File: src/rtl/pipe_pkg.sv
// Shared definitions for the pipeline hazard controller: forwarding-select
// encodings, the scoreboard entry layout and the register-hit helper.
package pipe_pkg;

  typedef enum logic [1:0] {
    FWD_REG  = 2'd0,  // register file
    FWD_EALU = 2'd1,  // ALU result sitting in EX
    FWD_MALU = 2'd2,  // ALU result sitting in MEM
    FWD_MMO  = 2'd3   // load data coming out of MEM
  } fwd_sel_e;

  localparam logic [4:0] REG_ZERO = 5'd0;

  typedef struct packed {
    logic       v;
    logic       wreg;
    logic       m2reg;
    logic [4:0] rn;
  } sb_entry_t;

  localparam sb_entry_t SB_EMPTY = '0;

  // r0 is hard-wired, so it can never be produced by an in-flight instruction.
  function automatic logic sb_hit(input sb_entry_t e, input logic [4:0] r);
    return e.v && e.wreg && (e.rn == r) && (r != REG_ZERO);
  endfunction

endpackage

File: src/rtl/pipe_fwd_sel.sv
// Per-operand forwarding select and load-use detection against the EX and
// MEM scoreboard entries.
module pipe_fwd_sel
  import pipe_pkg::*;
(
  input  logic [4:0] src,
  input  sb_entry_t  ex_e,
  input  sb_entry_t  mem_e,
  output logic [1:0] fwd,
  output logic       ex_load_hit
);

  logic ex_hit;
  logic mem_hit;

  // NOTE: every output of a combinational block gets a default first, so no
  // path through the if/else chain can leave a value held (no latch).
  always_comb begin
    ex_hit      = sb_hit(ex_e, src);
    mem_hit     = sb_hit(mem_e, src);
    fwd         = FWD_REG;
    ex_load_hit = ex_hit && ex_e.m2reg;
    // A load in EX has no data yet; it falls through so the stall logic
    // holds decode until the value appears as FWD_MMO.
    if (ex_hit && !ex_e.m2reg) begin
      fwd = FWD_EALU;
    end else if (mem_hit && !mem_e.m2reg) begin
      fwd = FWD_MALU;
    end else if (mem_hit) begin
      fwd = FWD_MMO;
    end
  end

endmodule

File: src/rtl/pipe_hazard_ctl.sv
// Decode-side interlock/forwarding scheduler for the 5-stage pipeline:
// shadow scoreboard, forward selects, load-use/MDU stalls and branch squash.
module pipe_hazard_ctl
  import pipe_pkg::*;
#(
  parameter int MDU_LAT    = 4,
  parameter int DELAY_SLOT = 1,
  parameter int SCNT_W     = 16
) (
  input  logic              clk,
  input  logic              clr,
  input  logic              id_valid,
  input  logic [4:0]        id_rs,
  input  logic [4:0]        id_rt,
  input  logic              id_use_rs,
  input  logic              id_use_rt,
  input  logic              id_wreg,
  input  logic              id_m2reg,
  input  logic [4:0]        id_rn,
  input  logic              id_mdu_op,
  input  logic              id_hilo_rd,
  input  logic              id_taken,
  output logic [1:0]        fwda,
  output logic [1:0]        fwdb,
  output logic              nostall,
  output logic              de_bubble,
  output logic              flush_if,
  output logic              mdu_start,
  output logic              mdu_busy,
  output logic [SCNT_W-1:0] stall_cnt
);

  localparam int CNT_W = $clog2(MDU_LAT + 1);

  // The WB-stage result reaches decode through the negative-edge regfile
  // write, so only EX and MEM need shadow state for forwarding and stalls.
  sb_entry_t ex_q, ex_d;
  sb_entry_t mem_q, mem_d;

  logic              squash_q, squash_d;
  logic [CNT_W-1:0]  cnt_q, cnt_d;
  logic [SCNT_W-1:0] stall_cnt_q, stall_cnt_d;

  logic [1:0] rs_fwd, rt_fwd;
  logic       rs_ex_load, rt_ex_load;

  logic squash;
  logic lu_stall;
  logic mdu_stall;
  logic stall;
  logic issue;
  logic taken_issue;

  pipe_fwd_sel u_fwd_rs (
    .src         (id_rs),
    .ex_e        (ex_q),
    .mem_e       (mem_q),
    .fwd         (rs_fwd),
    .ex_load_hit (rs_ex_load)
  );

  pipe_fwd_sel u_fwd_rt (
    .src         (id_rt),
    .ex_e        (ex_q),
    .mem_e       (mem_q),
    .fwd         (rt_fwd),
    .ex_load_hit (rt_ex_load)
  );

  always_comb begin
    mdu_busy    = (cnt_q != '0);
    squash      = (DELAY_SLOT == 0) && squash_q;
    lu_stall    = (id_use_rs && rs_ex_load) || (id_use_rt && rt_ex_load);
    mdu_stall   = (id_mdu_op || id_hilo_rd) && mdu_busy;
    // Both stall causes merge into one stall cycle; reset overrides all.
    stall       = !clr && id_valid && !squash && (lu_stall || mdu_stall);
    issue       = !clr && id_valid && !stall && !squash;
    // A stalled branch only flushes once it actually issues.
    taken_issue = (DELAY_SLOT == 0) && issue && id_taken;

    nostall   = !stall;
    de_bubble = clr || stall || squash || !id_valid;
    flush_if  = taken_issue;
    mdu_start = issue && id_mdu_op;
    fwda      = clr ? FWD_REG : rs_fwd;
    fwdb      = clr ? FWD_REG : rt_fwd;
    stall_cnt = stall_cnt_q;
  end

  always_comb begin
    ex_d = SB_EMPTY;
    if (issue) begin
      ex_d = '{v: 1'b1, wreg: id_wreg, m2reg: id_m2reg, rn: id_rn};
    end
    mem_d    = ex_q;
    squash_d = taken_issue;

    cnt_d = cnt_q;
    if (mdu_start) begin
      cnt_d = CNT_W'(MDU_LAT);
    end else if (cnt_q != '0) begin
      cnt_d = cnt_q - CNT_W'(1);
    end

    stall_cnt_d = stall_cnt_q;
    if (stall && (stall_cnt_q != '1)) begin
      stall_cnt_d = stall_cnt_q + SCNT_W'(1);
    end
  end

  // NOTE: sequential state uses non-blocking assignments so every flop
  // samples the pre-edge value of the others, independent of block order.
  always_ff @(posedge clk) begin
    if (clr) begin
      ex_q        <= SB_EMPTY;
      mem_q       <= SB_EMPTY;
      squash_q    <= 1'b0;
      cnt_q       <= '0;
      stall_cnt_q <= '0;
    end else begin
      ex_q        <= ex_d;
      mem_q       <= mem_d;
      squash_q    <= squash_d;
      cnt_q       <= cnt_d;
      stall_cnt_q <= stall_cnt_d;
    end
  end

endmodule

File: config.mk
export PLATFORM = sky130hd
export DESIGN_NAME = pipe_hazard_ctl
export DESIGN_NICKNAME = d
export VERILOG_FILES = /design/src/rtl/pipe_pkg.sv /design/src/rtl/pipe_fwd_sel.sv /design/src/rtl/pipe_hazard_ctl.sv
export SDC_FILE = /design/constraint.sdc
export NUM_CORES = 1
export LEC_CHECK = 0
export CAP_MARGIN = 30
export CORE_MARGIN = 3
export CORE_UTILIZATION = 46
export CTS_CLUSTER_DIAMETER = 40
export DETAILED_ROUTE_END_ITERATION = 6
export PLACE_DENSITY = 0.77
export SYNTH_ARGS = -nofsm -noshare
export SYNTH_HDL_FRONTEND = slang
export SYNTH_SLANG_ARGS = --single-unit
File: constraint.sdc
create_clock -name clk -period 2.8 [get_ports clk]
set_input_delay 0.56 -clock clk [delete_from_list [all_inputs] [get_ports clk]]
set_output_delay 0.56 -clock clk [all_outputs]
set_load 0.01 [all_outputs]
Word level (Yosys, flattened, before mapping)
Cells that the tools add are included.
W data, S select, Z words.
{"block": "op_classes", "add_sub_neg": 2, "eq_ne": 5, "muxes": 11, "bitwise_logic": 1, "reduce_logical": 40}
{"op": "$logic_and A1 B1 Y1", "count": 24}
{"op": "$eq A5 B5 Y1", "count": 4}
{"op": "$add A16 B1 Y16 const B", "count": 1}
{"op": "$mux W2", "count": 8}
{"op": "$ne A16 B16 Y1 const B", "count": 1}
{"op": "$reduce_bool A5 Y1", "count": 2}
{"op": "$mux W8", "count": 1}
{"op": "$mux W3", "count": 2}
{"op": "$logic_not A1 Y1", "count": 5}
{"op": "$logic_or A1 B1 Y1", "count": 5}
{"op": "$reduce_or A2 Y1", "count": 2}
{"op": "$reduce_bool A3 Y1", "count": 1}
{"op": "$sub A3 B1 Y3 const B", "count": 1}
{"op": "$reduce_bool A2 Y1", "count": 1}
{"op": "$not A1 Y1", "count": 1}
{"block": "totals", "ff_bits": 35, "in_bits": 25, "out_inout_bits": 25}

Longest topological paths before layout
Gate-level depths: netlist of run 1.
{"block": "logic_depth", "word_depth": 12, "mapped_depth": 10}

Cells and area by module
Synthesis of run 1 repeated with hierarchy kept, for this count alone.
{"block": "unflattened", "hier_cells": 213, "area_unflattened_um2": 1924.3}
{"mod": "pipe_hazard_ctl", "n_inst": 1, "cells_each": 165, "area_per_inst_um2": 1584.0}
{"mod": "pipe_fwd_sel", "n_inst": 2, "cells_each": 24, "area_per_inst_um2": 170.2}

Worst setup path after synthesis of run 1
Ideal clock, no wire load.
{"block": "synth_timing", "path_kind": "input -> output", "startpoint": "input id_rs[1]", "endpoint": "output mdu_start", "arrival_ps": 1959, "required_time_ps": 2240, "setup_slack_ps": 281, "path_stages": 7, "path_cell_list": "or4_4 > nor2_4 > nor3_1 > o21ai_1 > and3b_1 > buf_2 > and2_1"}
{"block": "synth_between", "elab_chain_cells": 11}
{"item": "from (decl)", "line": "pipe_hazard_ctl.sv:13", "source": "input logic [4:0] id_rs,"}
{"item": "$eq A5 B5 Y1", "line": "pipe_pkg.sv:25", "source": "return e.v && e.wreg && (e.rn == r) && (r != REG_ZERO);"}
{"item": "$logic_and A1 B1 Y1", "line": "pipe_pkg.sv:25"}
{"item": "$logic_and A1 B1 Y1 *", "line": "pipe_pkg.sv:25"}
{"item": "$logic_and A1 B1 Y1 *", "line": "pipe_fwd_sel.sv:22", "source": "ex_load_hit = ex_hit && ex_e.m2reg;"}
{"item": "$logic_and A1 B1 Y1 *", "line": "pipe_hazard_ctl.sv:73", "source": "lu_stall = (id_use_rs && rs_ex_load) || (id_use_rt && rt_ex_load);"}
{"item": "$logic_or A1 B1 Y1 *", "line": "pipe_hazard_ctl.sv:73"}
{"item": "$logic_or A1 B1 Y1 *", "line": "pipe_hazard_ctl.sv:76", "source": "stall = !clr && id_valid && !squash && (lu_stall || mdu_stall);"}
{"item": "$logic_and A1 B1 Y1 *", "line": "pipe_hazard_ctl.sv:76"}
{"item": "$logic_not A1 Y1 *", "line": "pipe_hazard_ctl.sv:77", "source": "issue = !clr && id_valid && !stall && !squash;"}
{"item": "$logic_and A1 B1 Y1 *", "line": "pipe_hazard_ctl.sv:77"}
{"item": "$logic_and A1 B1 Y1 *", "line": "pipe_hazard_ctl.sv:84", "source": "mdu_start = issue && id_mdu_op;"}
{"item": "to (decl)", "line": "pipe_hazard_ctl.sv:28", "source": "output logic mdu_start,"}
Every way passes the cells marked *; elsewhere a longest branch is shown, timed or not.

Final worst setup path of run 1
{"block": "layout_timing", "startpoint": "input id_rt[1]", "endpoint": "output de_bubble"}
{"block": "layout_between", "elab_chain_cells": 10}
{"item": "from (decl)", "line": "pipe_hazard_ctl.sv:14", "source": "input logic [4:0] id_rt,"}
{"item": "$eq A5 B5 Y1", "line": "pipe_pkg.sv:25"}
{"item": "$logic_and A1 B1 Y1", "line": "pipe_pkg.sv:25"}
{"item": "$logic_and A1 B1 Y1 *", "line": "pipe_pkg.sv:25"}
{"item": "$logic_and A1 B1 Y1 *", "line": "pipe_fwd_sel.sv:22"}
{"item": "$logic_and A1 B1 Y1 *", "line": "pipe_hazard_ctl.sv:73"}
{"item": "$logic_or A1 B1 Y1 *", "line": "pipe_hazard_ctl.sv:73"}
{"item": "$logic_or A1 B1 Y1 *", "line": "pipe_hazard_ctl.sv:76"}
{"item": "$logic_and A1 B1 Y1 *", "line": "pipe_hazard_ctl.sv:76"}
{"item": "$logic_or A1 B1 Y1 * (2 in series)", "line": "pipe_hazard_ctl.sv:82", "source": "de_bubble = clr || stall || squash || !id_valid;"}
{"item": "to (decl)", "line": "pipe_hazard_ctl.sv:26", "source": "output logic de_bubble,"}
Marks and branches as above.

==> results of run 1 <==
cells in the mapped netlist (2+ instances only):
library cell and instances:
a21oi_1 15, inv_1 4, a211oi_1 2, nand3_1 10, buf_6 2, dfxtp_1 35
clkbuf_1 3, buf_2 2, nand4_1 4, o21ai_0 2, o21a_1 2, nor2_1 10
ha_1 3, or3_1 10, xor2_1 9, or4_1 6, o21ai_1 8, xnor2_1 13
nor3_1 3, o31ai_1 8, nand2_1 14, mux2i_1 2, inv_2 2, and2_1 9
nor2b_1 10
logic make-up (layout without fill, tap and decap cells):
group	Yosys count	after routing
AND/OR/NAND/NOR	86	86
AO/OA/AOI/OAI	40	40
flip-flops	35	35
XOR/XNOR	22	22
buffers and inverters	15	89
adder cells (fa/ha/maj)	3	3
multiplexers	2	2
other	1	1
flip-flops by register name, summed over array words and instances, names as in the netlist:
register / count
cnt_q: 3
ex_q: 8
mem_q: 8
stall_cnt: 16
power by group:
part	internal, µW	total, µW	leakage, µW	switching (µW)
Clock	265	449	0.0000581	184
Combinational	208	379	0.000641	171
Sequential	539	574	0.000284	35.3
Total	1010	1400	0.000983	391
cell type report:
cell class | instances | area (µm²)
clock buffer | 5 | 68.8
sequential | 35 | 701
multi-input combinational | 154 | 1050
timing repair buffer | 75 | 666
fill | 306 | 1100
inverter | 6 | 22.5
tap | 48 | 60.1
clock inverter | 3 | 43.8
path summary, 6_finish.rpt:
check	start	endpoint	cells after the start
worst max-delay path	id_rt[1]	de_bubble	10
worst min register to register	stall_cnt[12]$_SDFFE_PP0P_	stall_cnt[12]$_SDFFE_PP0P_	2
worst max register to register	ex_q[1]$_SDFF_PP0_	stall_cnt[13]$_SDFFE_PP0P_	9
worst min-delay path	stall_cnt[12]$_SDFFE_PP0P_	stall_cnt[12]$_SDFFE_PP0P_	2
worst max-delay path: stages:
cell and delay, ns:
clkdlybuf4s15_1 0.19, xor2_1 0.19, nor4_4 0.30, and4_4 0.28
o21ai_2 0.07, and3b_2 0.24, buf_6 0.12, buf_4 0.13
inv_2 0.04, buf_6 0.09
metal layers:
metal / global-route usage / part of all wire / vias to the layer above
li1: - / - / 862
met1: 0.253 / 0.47 / 758
met2: 0.325 / 0.49 / 35
met3: 0.0525 / 0.033 / 2
met4: 0.0422 / 0.0026 / 0
met5: 0 / 0 / -
stage by stage:
stage,std cells,instance area (µm²),TNS (ns)
after floorplan,204,1790,0
after global placement,313,2440,-2.77
after detailed placement,313,2440,-3.03
after CTS,325,2590,-0.0297
after global routing,326,2620,-0.0645
final,326,2620,0
repair_timing:
action | in CTS | in global routing
setup buffers | 4 | 1
resized for setup | 36 | 12
pin swaps | 9 | 6
setup endpoints to repair | 7 | 4
==> impl_metrics.tcl, run 1 <==
set metrics [dict create \
    dieArea_um2 4670 \
    synth-edff-count 0 \
    drtIter0Drc 91 \
    yosys_warnings 0 \
    dpl.hpwl_um 3130 \
    rsz0062_at_grt "yes" \
    synth_largest_area_cell "dfxtp_1" \
    synth_ff_type "dfxtp_1" \
    synth-adder-area-share 0.0210 \
    synth.avg_cell_area_um2 8.76 \
    via_per_inst 5.08 \
    drive_gt1_frac 0.212 \
    crit_type "input port to output port" \
    dp_slack_ns -0.603 \
    grt_pass1_wl_um 6820 \
    synth_top_area_share 0.392 \
    async_flop_share 0 \
    grt_usage 0.196 \
    clock-skew-final_ns 0.00577 \
    routed_wl_um 4290 \
    root_buffer "clkbuf_8" \
    synth_area_leaders "dfxtp_1 (39%), xnor2_1 (6.4%), xor2_1 (4.4%)" \
    synthCells 204 \
    grt_max_degree 27 \
    die_w_um 68.3 \
    cts.sinks 35 \
    synth-compound-area-share 0.143 \
    start_util 0.481 \
    status "complete, no violations" \
    hold_path.class "register to register" \
    firstDrtPassIters 4 \
    p_leak_uw 0.000983 \
    num_vias 1657 \
    grt_pass1_vias 1525 \
    antenna_found_initial 0 \
    synth_top_family_by_area "simple AND/OR/NAND/NOR gates" \
    clk_latency_ns 0.29 \
    syn_nets 232 \
    wl_per_cell_um 13.2 \
    final_cell_mix "dfxtp_1 (35), clkdlybuf4s50_1 (30), buf_4 (26), a21oi_1 (15), nand2_1 (14)" \
    cts_max_level 2 \
    synth-simple-area-share 0.279 \
    final.min_clock_period_ns 2.78 \
    maxSlewViolCount 0 \
    fp-row-count 22 \
    hold_viol 0 \
    cts_buffer_depth 2 \
    start_kind "input port" \
    fmax_mhz 360 \
    power_density_nw_per_um2 536 \
    io_pins 50 \
    layout_commonest_cell "dfxtp_1" \
    end_kind "output port" \
    portBuffers 47 \
    vdd_drop_max_uv 405 \
    setup_viol 0 \
    gp_congestion 0.830 \
    area_delta_synth_final_pct 46.3 \
    cts_hold_buffers 0 \
    cts_buffers 5 \
    num_antenna_cells 0 \
    overflow 0 \
    ant_nets 0 \
    die_y_um 68.3 \
    final_util 0.704 \
    required_ns 2.24 \
    finalNetCount 305 \
    period_share 0.992 \
    clkTransAtPathRegs_ns 0.07 \
    whs_ns 0.497 \
    core-area_um2 3720 \
    total_power_uw 1400 \
    setup_ws_ns 0.0224 \
    cts_tree "yes" \
    arrival_ns 2.22 \
    syn_area_um2 1790 \
    path_max_fanout 5 \
    ys_types 41 \
    drc 0 \
    yosysSeqAreaShare 0.392 \
    synth_xor_area_frac 0.108 \
    cap_viol_max_count 0 \
    r2r_slack_ns 0.58 \
    ys_ff_latch 35 \
    synthMuxAreaShare 0.0112 \
]
Power figures use the tool's default switching activity.
==> inputs of run 2 (changes only) <==
--- a/config.mk
+++ b/config.mk
@@ -11,6 +11,7 @@
 export CTS_CLUSTER_DIAMETER = 40
 export DETAILED_ROUTE_END_ITERATION = 6
 export PLACE_DENSITY = 0.77
+export SLEW_MARGIN = 5
 export SYNTH_ARGS = -nofsm -noshare
 export SYNTH_HDL_FRONTEND = slang
 export SYNTH_SLANG_ARGS = --single-unit
==> results of run 2 <==
The final DEF is identical to that of run 1; final timing and power are the same.
==> inputs of run 3 (changes only) <==
--- a/config.mk
+++ b/config.mk
@@ -10,7 +10,7 @@
 export CORE_UTILIZATION = 46
 export CTS_CLUSTER_DIAMETER = 40
 export DETAILED_ROUTE_END_ITERATION = 6
-export PLACE_DENSITY = 0.77
+export PLACE_DENSITY = 0.75
 export SLEW_MARGIN = 5
 export SYNTH_ARGS = -nofsm -noshare
 export SYNTH_HDL_FRONTEND = slang
==> run 3 against run 2 <==
Net effect: fmax grew 1.7%; final area is 0.43% lower; final cell count down 0.92%; critical path type unchanged; critical endpoint is now fwda[1]; clock power grew 20%; non-clock buffer count down 3; power grew 6.6%; sequential power barely moved; count of clock-buffer cells in the layout did not move.
==> impl_metrics.tcl, run 3 (synthesis gave the netlist of run 1 again) <==
set metrics [dict create \
    grt_pass1_wl_um 6780 \
    cts_buffer_depth 2 \
    reg2reg_from "ex_q[3]$_SDFF_PP0_" \
    drtIter0Drc 92 \
    cap_viol_max_count 0 \
    firstDrtPassIters 4 \
    io_pins 50 \
    status "complete, no violations" \
    tns_ns 0 \
    total_power_uw 1500 \
    cts.sinks 35 \
    start_util 0.481 \
    final.min_clock_period_ns 2.73 \
    cts_max_level 2 \
    overflow 0 \
    nFillCells 299 \
    dieArea_um2 4670 \
    layout_commonest_cell "dfxtp_1" \
    area_delta_synth_final_pct 45.7 \
    clk_latency_ns 0.28 \
    dpl.hpwl_um 3170 \
    core-area_um2 3720 \
    end_kind "output port" \
    whs_endpoint "mem_q[7]$_SDFF_PP0_" \
    crit_type "input port to output port" \
    drc 0 \
    rsz0062_at_grt "no" \
    die_w_um 68.3 \
    portBuffers 47 \
    multiInputGateArea_um2 1040 \
    power_density_nw_per_um2 574 \
    seq_area_um2 701 \
    ant_nets 0 \
    worstHoldStart "ex_q[7]$_SDFF_PP0_" \
    final_cell_mix "dfxtp_1 (35), clkdlybuf4s50_1 (31), buf_4 (23), a21oi_1 (15), nand2_1 (14)" \
    routed_wl_um 4260 \
    path_max_fanout 2 \
    arrival_ns 2.17 \
    cts_hold_buffers 0 \
    start_kind "input port" \
    finalNetCount 302 \
    hold_viol 0 \
    cts_buffers 5 \
    worstRegToRegCells 8 \
    r2r_end "stall_cnt[12]$_SDFFE_PP0P_" \
    root_buffer "clkbuf_8" \
    p_sw_uw 391 \
    grt_usage 0.192 \
    wl_per_cell_um 13.2 \
    fmax_mhz 366 \
    setup_viol 0 \
    period_share 0.976 \
    die_y_um 68.3 \
    clock-skew-final_ns 0.00525 \
    vdd_drop_max_uv 597 \
    hold_path.class "register to register" \
    via_per_inst 5.19 \
    largest_reg_flops 16 \
    cts_tree "yes" \
    switching_share 0.261 \
    clkTransAtPathRegs_ns 0.07 \
    required_ns 2.24 \
    p_leak_uw 0.000966 \
    whs_path_depth 1 \
    num_antenna_cells 0 \
    power.share.clock 0.359 \
    maxSlewViolCount 0 \
    antenna_found_initial 0 \
    gp_congestion 0.808 \
    grt_max_degree 21 \
    r2r_slack_ns 0.67 \
    grt_pass1_vias 1542 \
    fp-row-count 22 \
    num_vias 1676 \
    drive_gt1_frac 0.196 \
    comb_power_share 0.258 \
    p_int_uw 1100 \
    pwr-share-seq 0.383 \
]
[run 3: cell count changes in the layout (fill, tap and decap cells not counted), sizes merged]
cell,delta
buf,-3
clkdlybuf4s15,-4
dlymetal6s2s,-1
clkinvlp,+1
clkinv,-2
dlygate4sd2,+4
bufinv,+1
clkdlybuf4s50,+1
[run 3: cell type report]
type | instances | area share
Clock buffer | 5 | 0.0264
Timing Repair Buffer | 72 | 0.249
Tap cell | 48 | 0.0231
Sequential cell | 35 | 0.269
Multi-Input combinational cell | 154 | 0.398
Inverter | 6 | 0.00865
Clock inverter | 3 | 0.0259
[run 3: routing by layer]
layer,part of all wire,vias to the layer above,routed length (µm),track usage
li1,-,865,-,-
met3,0.040,2,169,0.0476
met2,0.49,30,2070,0.310
met4,0.0038,0,16,0.0471
met5,0,-,0,0
met1,0.47,779,2010,0.256
[run 3: how the worst max path moves through the flow]
stage                     startpoint         to  slack, ns  cells after the start
final                       id_rs[0]    fwda[1]       0.07                      6
after global routing             clr    fwda[1]      0.007                      6
after CTS                   id_rt[2]  de_bubble       0.01                      9
after detailed placement    id_rs[0]    fwda[0]      -0.65                      6
after global placement      id_rs[2]    fwda[0]      -0.59                      6
after floorplan             id_rs[1]  mdu_start       0.28                      7
[run 3: critical path: stages]
cell	delay (ns)
dlygate4sd2_1	0.26
xnor2_1	0.18
nand4_1	0.17
or4b_4	0.53
o21a_1	0.19
dlygate4sd2_1	0.28
[run 3: timing repair]
action                                  4_1_cts  5_1_grt
endpoints found under the setup margin        7        2
resized for setup                            31        9
setup buffers                                 1        0
pin swaps                                     9        3
[run 3: power groups by stage]
stage               clock [µW]  combinational [µW]  sequential [µW]
global route               566                 421              578
finish                     538                 385              573
CTS                        546                 373              573
global placement             0                 374              582
detailed placement           0                 379              585
floorplan                    0                 214              575
[run 3: stage by stage]
step	std cells	utilization	hold WS, ns	setup WS [ns]	area (µm²)
after global placement	314	0.661	0.477	-0.586	2460
after CTS	323	0.698	0.487	0.0124	2590
after global routing	323	0.701	0.497	0.00723	2610
after detailed placement	314	0.661	0.477	-0.651	2460
final	323	0.701	0.490	0.0681	2610
after floorplan	204	-	0.460	0.281	1790
